File: src/rtl/seq_alu.sv
// rtl/seq_alu.sv - handshaked multi-cycle ALU: logic, add/sub, iterative shifts, shift-add multiply, ZNCV flags
module seq_alu #(
    parameter int WIDTH = 16,
    parameter int SHW   = $clog2(WIDTH)
) (
    input  logic             clk,
    input  logic             rst_n,
    input  logic             in_valid,
    output logic             in_ready,
    input  logic [3:0]       op,
    input  logic [WIDTH-1:0] a,
    input  logic [WIDTH-1:0] b,
    output logic             out_valid,
    input  logic             out_ready,
    output logic [WIDTH-1:0] result,
    output logic             flag_z,
    output logic             flag_n,
    output logic             flag_c,
    output logic             flag_v
);

    localparam logic [3:0] OP_AND = 4'd0;
    localparam logic [3:0] OP_ADD = 4'd1;
    localparam logic [3:0] OP_SUB = 4'd2;
    localparam logic [3:0] OP_OR  = 4'd3;
    localparam logic [3:0] OP_XOR = 4'd4;
    localparam logic [3:0] OP_SLL = 4'd5;
    localparam logic [3:0] OP_SRL = 4'd6;
    localparam logic [3:0] OP_MUL = 4'd7;

    localparam logic [SHW:0] CNT_ONE = (SHW+1)'(1);
    localparam logic [SHW:0] CNT_MUL = (SHW+1)'(WIDTH);

    typedef enum logic [1:0] {
        S_IDLE = 2'd0,
        S_BUSY = 2'd1,
        S_DONE = 2'd2
    } state_t;

    state_t                 r_state;
    logic [3:0]             r_op;
    logic [WIDTH-1:0]       r_work;
    logic [2*WIDTH-1:0]     r_mcand;
    logic [2*WIDTH-1:0]     r_acc;
    logic [SHW:0]           r_cnt;
    logic                   r_in_ready;
    logic                   r_out_valid;
    logic [WIDTH-1:0]       r_result;
    logic                   r_flag_z;
    logic                   r_flag_n;
    logic                   r_flag_c;
    logic                   r_flag_v;

    logic [SHW-1:0]         w_shamt;
    logic                   w_sub;
    logic [WIDTH-1:0]       w_b_eff;
    logic [WIDTH:0]         w_sum;
    logic                   w_sum_v;
    logic [WIDTH-1:0]       w_sc_res;
    logic                   w_sc_c;
    logic                   w_sc_v;
    logic                   w_sc_def;
    logic                   w_is_shift;

    logic [WIDTH-1:0]       w_shift_next;
    logic                   w_shift_out;
    logic [2*WIDTH-1:0]     w_acc_next;
    logic [WIDTH-1:0]       w_fin_res;
    logic                   w_fin_c;
    logic                   w_fin_v;

    assign w_shamt    = b[SHW-1:0];
    assign w_is_shift = (op == OP_SLL) || (op == OP_SRL);

    // SUB shares the adder as a + ~b + 1, so carry-out means "no borrow".
    always_comb begin
        w_sub   = (op == OP_SUB);
        w_b_eff = w_sub ? ~b : b;
        w_sum   = {1'b0, a} + {1'b0, w_b_eff} + {{WIDTH{1'b0}}, w_sub};
        w_sum_v = (a[WIDTH-1] == w_b_eff[WIDTH-1]) && (w_sum[WIDTH-1] != a[WIDTH-1]);
    end

    always_comb begin
        w_sc_res = '0;
        w_sc_c   = 1'b0;
        w_sc_v   = 1'b0;
        w_sc_def = 1'b1;
        case (op)
            OP_AND: w_sc_res = a & b;
            OP_OR:  w_sc_res = a | b;
            OP_XOR: w_sc_res = a ^ b;
            OP_ADD, OP_SUB: begin
                w_sc_res = w_sum[WIDTH-1:0];
                w_sc_c   = w_sum[WIDTH];
                w_sc_v   = w_sum_v;
            end
            OP_SLL, OP_SRL, OP_MUL: w_sc_res = a;
            default: w_sc_def = 1'b0;
        endcase
    end

    always_comb begin
        if (r_op == OP_SLL) begin
            w_shift_next = {r_work[WIDTH-2:0], 1'b0};
            w_shift_out  = r_work[WIDTH-1];
        end else begin
            w_shift_next = {1'b0, r_work[WIDTH-1:1]};
            w_shift_out  = r_work[0];
        end
    end

    // Multiplier bits are consumed LSB first out of r_work while the multiplicand walks left.
    assign w_acc_next = r_work[0] ? (r_acc + r_mcand) : r_acc;

    always_comb begin
        if (r_op == OP_MUL) begin
            w_fin_res = w_acc_next[WIDTH-1:0];
            w_fin_c   = |w_acc_next[2*WIDTH-1:WIDTH];
            w_fin_v   = |w_acc_next[2*WIDTH-1:WIDTH];
        end else begin
            w_fin_res = w_shift_next;
            w_fin_c   = w_shift_out;
            w_fin_v   = 1'b0;
        end
    end

    always_ff @(posedge clk) begin
        if (!rst_n) begin
            r_state     <= S_IDLE;
            r_op        <= '0;
            r_work      <= '0;
            r_mcand     <= '0;
            r_acc       <= '0;
            r_cnt       <= '0;
            r_in_ready  <= 1'b1;
            r_out_valid <= 1'b0;
            r_result    <= '0;
            r_flag_z    <= 1'b0;
            r_flag_n    <= 1'b0;
            r_flag_c    <= 1'b0;
            r_flag_v    <= 1'b0;
        end else begin
            case (r_state)
                S_IDLE: begin
                    if (in_valid) begin
                        r_op       <= op;
                        r_in_ready <= 1'b0;
                        if (op == OP_MUL) begin
                            r_work  <= b;
                            r_mcand <= {{WIDTH{1'b0}}, a};
                            r_acc   <= '0;
                            r_cnt   <= CNT_MUL;
                            r_state <= S_BUSY;
                        end else if (w_is_shift && (w_shamt != '0)) begin
                            r_work  <= a;
                            r_cnt   <= {1'b0, w_shamt};
                            r_state <= S_BUSY;
                        end else begin
                            r_result    <= w_sc_res;
                            r_flag_z    <= w_sc_def && (w_sc_res == '0);
                            r_flag_n    <= w_sc_def && w_sc_res[WIDTH-1];
                            r_flag_c    <= w_sc_c;
                            r_flag_v    <= w_sc_v;
                            r_out_valid <= 1'b1;
                            r_state     <= S_DONE;
                        end
                    end
                end
                S_BUSY: begin
                    r_cnt <= r_cnt - CNT_ONE;
                    if (r_op == OP_MUL) begin
                        r_acc   <= w_acc_next;
                        r_mcand <= {r_mcand[2*WIDTH-2:0], 1'b0};
                        r_work  <= {1'b0, r_work[WIDTH-1:1]};
                    end else begin
                        r_work <= w_shift_next;
                    end
                    if (r_cnt == CNT_ONE) begin
                        r_result    <= w_fin_res;
                        r_flag_z    <= (w_fin_res == '0);
                        r_flag_n    <= w_fin_res[WIDTH-1];
                        r_flag_c    <= w_fin_c;
                        r_flag_v    <= w_fin_v;
                        r_out_valid <= 1'b1;
                        r_state     <= S_DONE;
                    end
                end
                S_DONE: begin
                    if (out_ready) begin
                        r_out_valid <= 1'b0;
                        r_in_ready  <= 1'b1;
                        r_state     <= S_IDLE;
                    end
                end
                default: begin
                    r_out_valid <= 1'b0;
                    r_in_ready  <= 1'b1;
                    r_state     <= S_IDLE;
                end
            endcase
        end
    end

    assign in_ready  = r_in_ready;
    assign out_valid = r_out_valid;
    assign result    = r_result;
    assign flag_z    = r_flag_z;
    assign flag_n    = r_flag_n;
    assign flag_c    = r_flag_c;
    assign flag_v    = r_flag_v;

endmodule

File: config.mk
export PLATFORM = sky130hd
export DESIGN_NAME = seq_alu
export DESIGN_NICKNAME = d
export VERILOG_FILES = /design/src/rtl/seq_alu.sv
export SDC_FILE = /design/constraint.sdc
export NUM_CORES = 1
export LEC_CHECK = 0
export BUFFER_PORTS_ARGS = -buffer_cell sky130_fd_sc_hd__clkbuf_2
export CORE_ASPECT_RATIO = 0.7
export CORE_MARGIN = 2
export CORE_UTILIZATION = 35
export DETAILED_ROUTE_END_ITERATION = 16
export GPL_TIMING_DRIVEN = 0
export SYNTH_ARGS = -nofsm -noshare
export SYNTH_HDL_FRONTEND = slang
export SYNTH_SLANG_ARGS = --single-unit
export TNS_END_PERCENT = 30
File: constraint.sdc
create_clock -name clk -period 3.8 [get_ports clk]
set_clock_uncertainty 0.2 [all_clocks]
set_input_delay 0.57 -clock clk [delete_from_list [all_inputs] [get_ports clk]]
set_output_delay 0.57 -clock clk [all_outputs]
set_load 0.05 [all_outputs]
==> summary.txt <==
Synthesis
  • Syn_area_per_cell: 7.617 um2
  • Top post-synthesis cells by area: dfxtp_1 24%, ha_1 11%, nor2_1 6.1%, a21oi_1 5.4%, nand2_1 4.6%
  • Ys async rst share: 0
  • Syn_nets: 1,368
  • Synthesized area: around 9500 um2
  • Post-Syn Instances: 1,243
  • Warnings, synthesis: 0
  • Most numerous cell in the Yosys netlist: nor2_1
  • Area leader, netlist: dfxtp_1
  • Seq cells post-synth: 113
  • Cell variety after synth: 81
  • EDFF count, synth: 0
  • Seq/Total Area, Yosys: 0.2389
  • Dominant synthesized flop cell: dfxtp_1
  • Share of the synthesized area in the top cell type: 0.2389
  • Most frequent cells after synthesis: 155 x nor2_1, 115 x nand2_1, 113 x dfxtp_1

Global routing
  • Met1 Use GR: 0.3829
  • Vias in the first global route: 9,185
  • Antenna violations before repair: 0
  • GRT overflow: 0
  • Largest net degree at the start of global routing: 17
  • All-Layer GR Usage: 0.2505
  • Met2 Track Usage GR: 0.3187
  • Global-route wire length before repair: between 50,000 and 60,000 um
  • GR Util met3: 0.1100
  • GR peak layer: met1

Critical path
  • Critical path launch point type: input port
  • Critical path class: input port to flop
  • Crit Path Max Fanout: 5
  • Cell depth of the worst flop-to-flop path: 12
  • Arrival @ worst endpoint: 3950 ps
  • Reg-to-Reg Start: r_mcand[16]
  • R2r endpoint: flag_v
  • FF-to-FF setup slack: 80 ps
  • CP endpoint kind: flop
  • WP data required: 3950 ps

Layout
  • Post-layout net count: 1,455
  • Reg area: roughly 2300 um2
  • Footprint of the multi-input gates: a little under 7000 um2
  • Non-Filler Instances: roughly 1,700
  • Layout cells sized above 1: 0.1102
  • ANT cells: 0
  • Area Growth Syn to Fin: 16.43%
  • Fillers: 2,817
  • Final non-filler cell area: 11,020 um2

STA
  • RSZ-0062 raised after global routing: yes
  • Hold Fails Final Rpt: 0
  • Slew margin rel.: 0.1272
  • Tightest Pin Transition: 1299 ps
  • Peak Freq: 0.2632 GHz
  • WHS: 261.9 ps
  • Tcrit/Tclk final: 1.000
  • Finish-stage setup viols: 0
  • Min cycle time layout: approximately 3800 ps
  • Slew Viols, Final: 0

CTS
  • CTS tree: yes
  • Clock Sinks: about 110
  • Worst-skew pair later-pin latency: approximately 430 ps
  • CTS Hold Bufs: 0
  • Htree depth: 4
  • CTS max path bufs: 2
  • Clock root buffer: clkbuf_16
  • Total CTS buffers: 17
  • Clock slew at reported path FFs: 60 ps

Detailed routing
  • Wire length per cell: approximately 21 um
  • Number of remaining DRC errors: 0
  • Detail Route Antenna Nets: 0
  • Initial DRT Pass Iterations: 5
  • Total Wirelength: 35,560 um
  • Drt initial violations: around 1,200
  • Vias per cell: roughly 5.9
  • Via count: 10,150

Floorplan
  • Placeable Area: roughly 27,000 um2
  • Die width: 200.6 um
  • Die Footprint: 28,400 um2
  • Vert. Die Dim: 141.6 um
  • Initial Util: 0.3553
  • Rows: 50
  • Total I/O pin count: 62

Worst hold path
  • Hold crit path type: input port to flop
  • Hold Path Origin: out_ready
  • Hold path endpoint: r_state[1]
  • Worst hold path stage count: 4

Power
  • Max IR drop VDD: 0.3047 mV
  • Leak Pwr: approximately 4.3 nW
  • Total power: 3.692 mW
  • Pwr Density: roughly 330 nW/um2

Flow run
  • Maxcap violations: 0

Place
  • Placed Area: 10,230 um2
  • Routability Congestion: 0.9638
  • DP HPWL: between 20,000 and 30,000 um
  • # placed instances: 1,667
  • IO buf count: 60

Run status
  • Outcome: completed
cells by family after synthesis:
kind of cell | share of synthesized area
flops | 0.2389
simple gates | 0.2025
buf+inv | 0.05524
mux | 0.03595
compound gates | 0.3008
xor+xnor | 0.05273
fa+ha+maj | 0.1139
worst max-delay path, cell delays in order:
cell	delay, ps
buf_12	100
nor4b_4	270
buf_6	180
xnor2_2	70
ha_1	340
and3b_1	180
a2111o_1	520
a21o_4	270
a211oi_4	310
o31ai_4	130
xnor2_1	160
or4_4	470
a31o_1	240
a31oi_1	140
per-stage QoR:
step | util | setup slack, ps | setup TNS (ps)
after global routing | 0.4136 | -151.2 | -654.1
after floorplan | - | -112.9 | -112.9
after CTS | 0.4080 | 4.605 | 0
final | 0.4136 | 0.04663 | 0
after detailed placement | 0.3839 | -884.0 | -6992
after global placement | 0.3839 | -868.4 | -6567
repair_timing:
action,CTS,global route
pin swaps,5,11
setup endpoints to repair,9,32
hold endpoints to repair,0,0
setup buffers,2,6
cloned,0,0
gates resized for setup,13,25
metal layers:
metal | vias to the layer above | share of wire
met5 | - | 0
met2 | 495 | 0.36
met1 | 4879 | 0.50
met3 | 17 | 0.13
li1 | 4755 | -
met4 | 0 | 0.0057
power breakdown:
part | internal, mW | switching, mW
registers | 1.23 | 0.0350
clock network | 0.981 | 0.610
logic | 0.280 | 0.559
total | 2.49 | 1.20
area by class of cell:
| cell class | count | share of cell area |
|---|---|---|
| multi-input cells | 995 | 0.6186 |
| flip-flops and latches | 113 | 0.2052 |
| well taps | 364 | 0.04132 |
| clock buffers | 20 | 0.04052 |
| repair buffers | 68 | 0.03326 |
| plain buffers | 85 | 0.03201 |
| inverters | 50 | 0.01703 |
| clock inverters | 12 | 0.01203 |
worst max-delay path by stage:
stage | depth (start not counted) | endpoint | slack [ps] | start
3_3_place_gp | 16 | result[14] | -870 | op[1]
6_report | 14 | flag_v | 0.05 | op[3]
4_1_cts | 16 | flag_z | 5 | op[3]
2_1_floorplan | 14 | flag_v | -110 | op[3]
3_5_place_dp | 16 | result[14] | -880 | op[1]
5_1_grt | 12 | flag_c | -150 | r_mcand[16]
sequential cells by signal (all words and copies together), names as in the netlist:
name       cells
flag_c         1
flag_n         1
flag_v         1
flag_z         1
in_ready       1
out_valid      1
r_acc         32
r_cnt          5
r_mcand       32
r_op           4
r_state        2
r_work        16
result        16
placed cells by master, fill, tap and decap left out, types with 20 or more instances in the layout:
cell type / Yosys / routed
clkbuf_1: 77 / 77
o21ai_0: 46 / 42
nand2_1: 115 / 115
xnor2_1: 38 / 36
nor2_1: 155 / 154
nand3_1: 20 / 20
clkbuf_2: 0 / 60
nor2b_1: 33 / 33
a21oi_1: 102 / 97
ha_1: 83 / 83
nor3_1: 20 / 20
dfxtp_1: 113 / 113
a22oi_1: 48 / 48
mux2i_1: 25 / 25
inv_1: 49 / 49
a211oi_1: 40 / 38
Note: power is estimated with default switching activity, not from simulation.
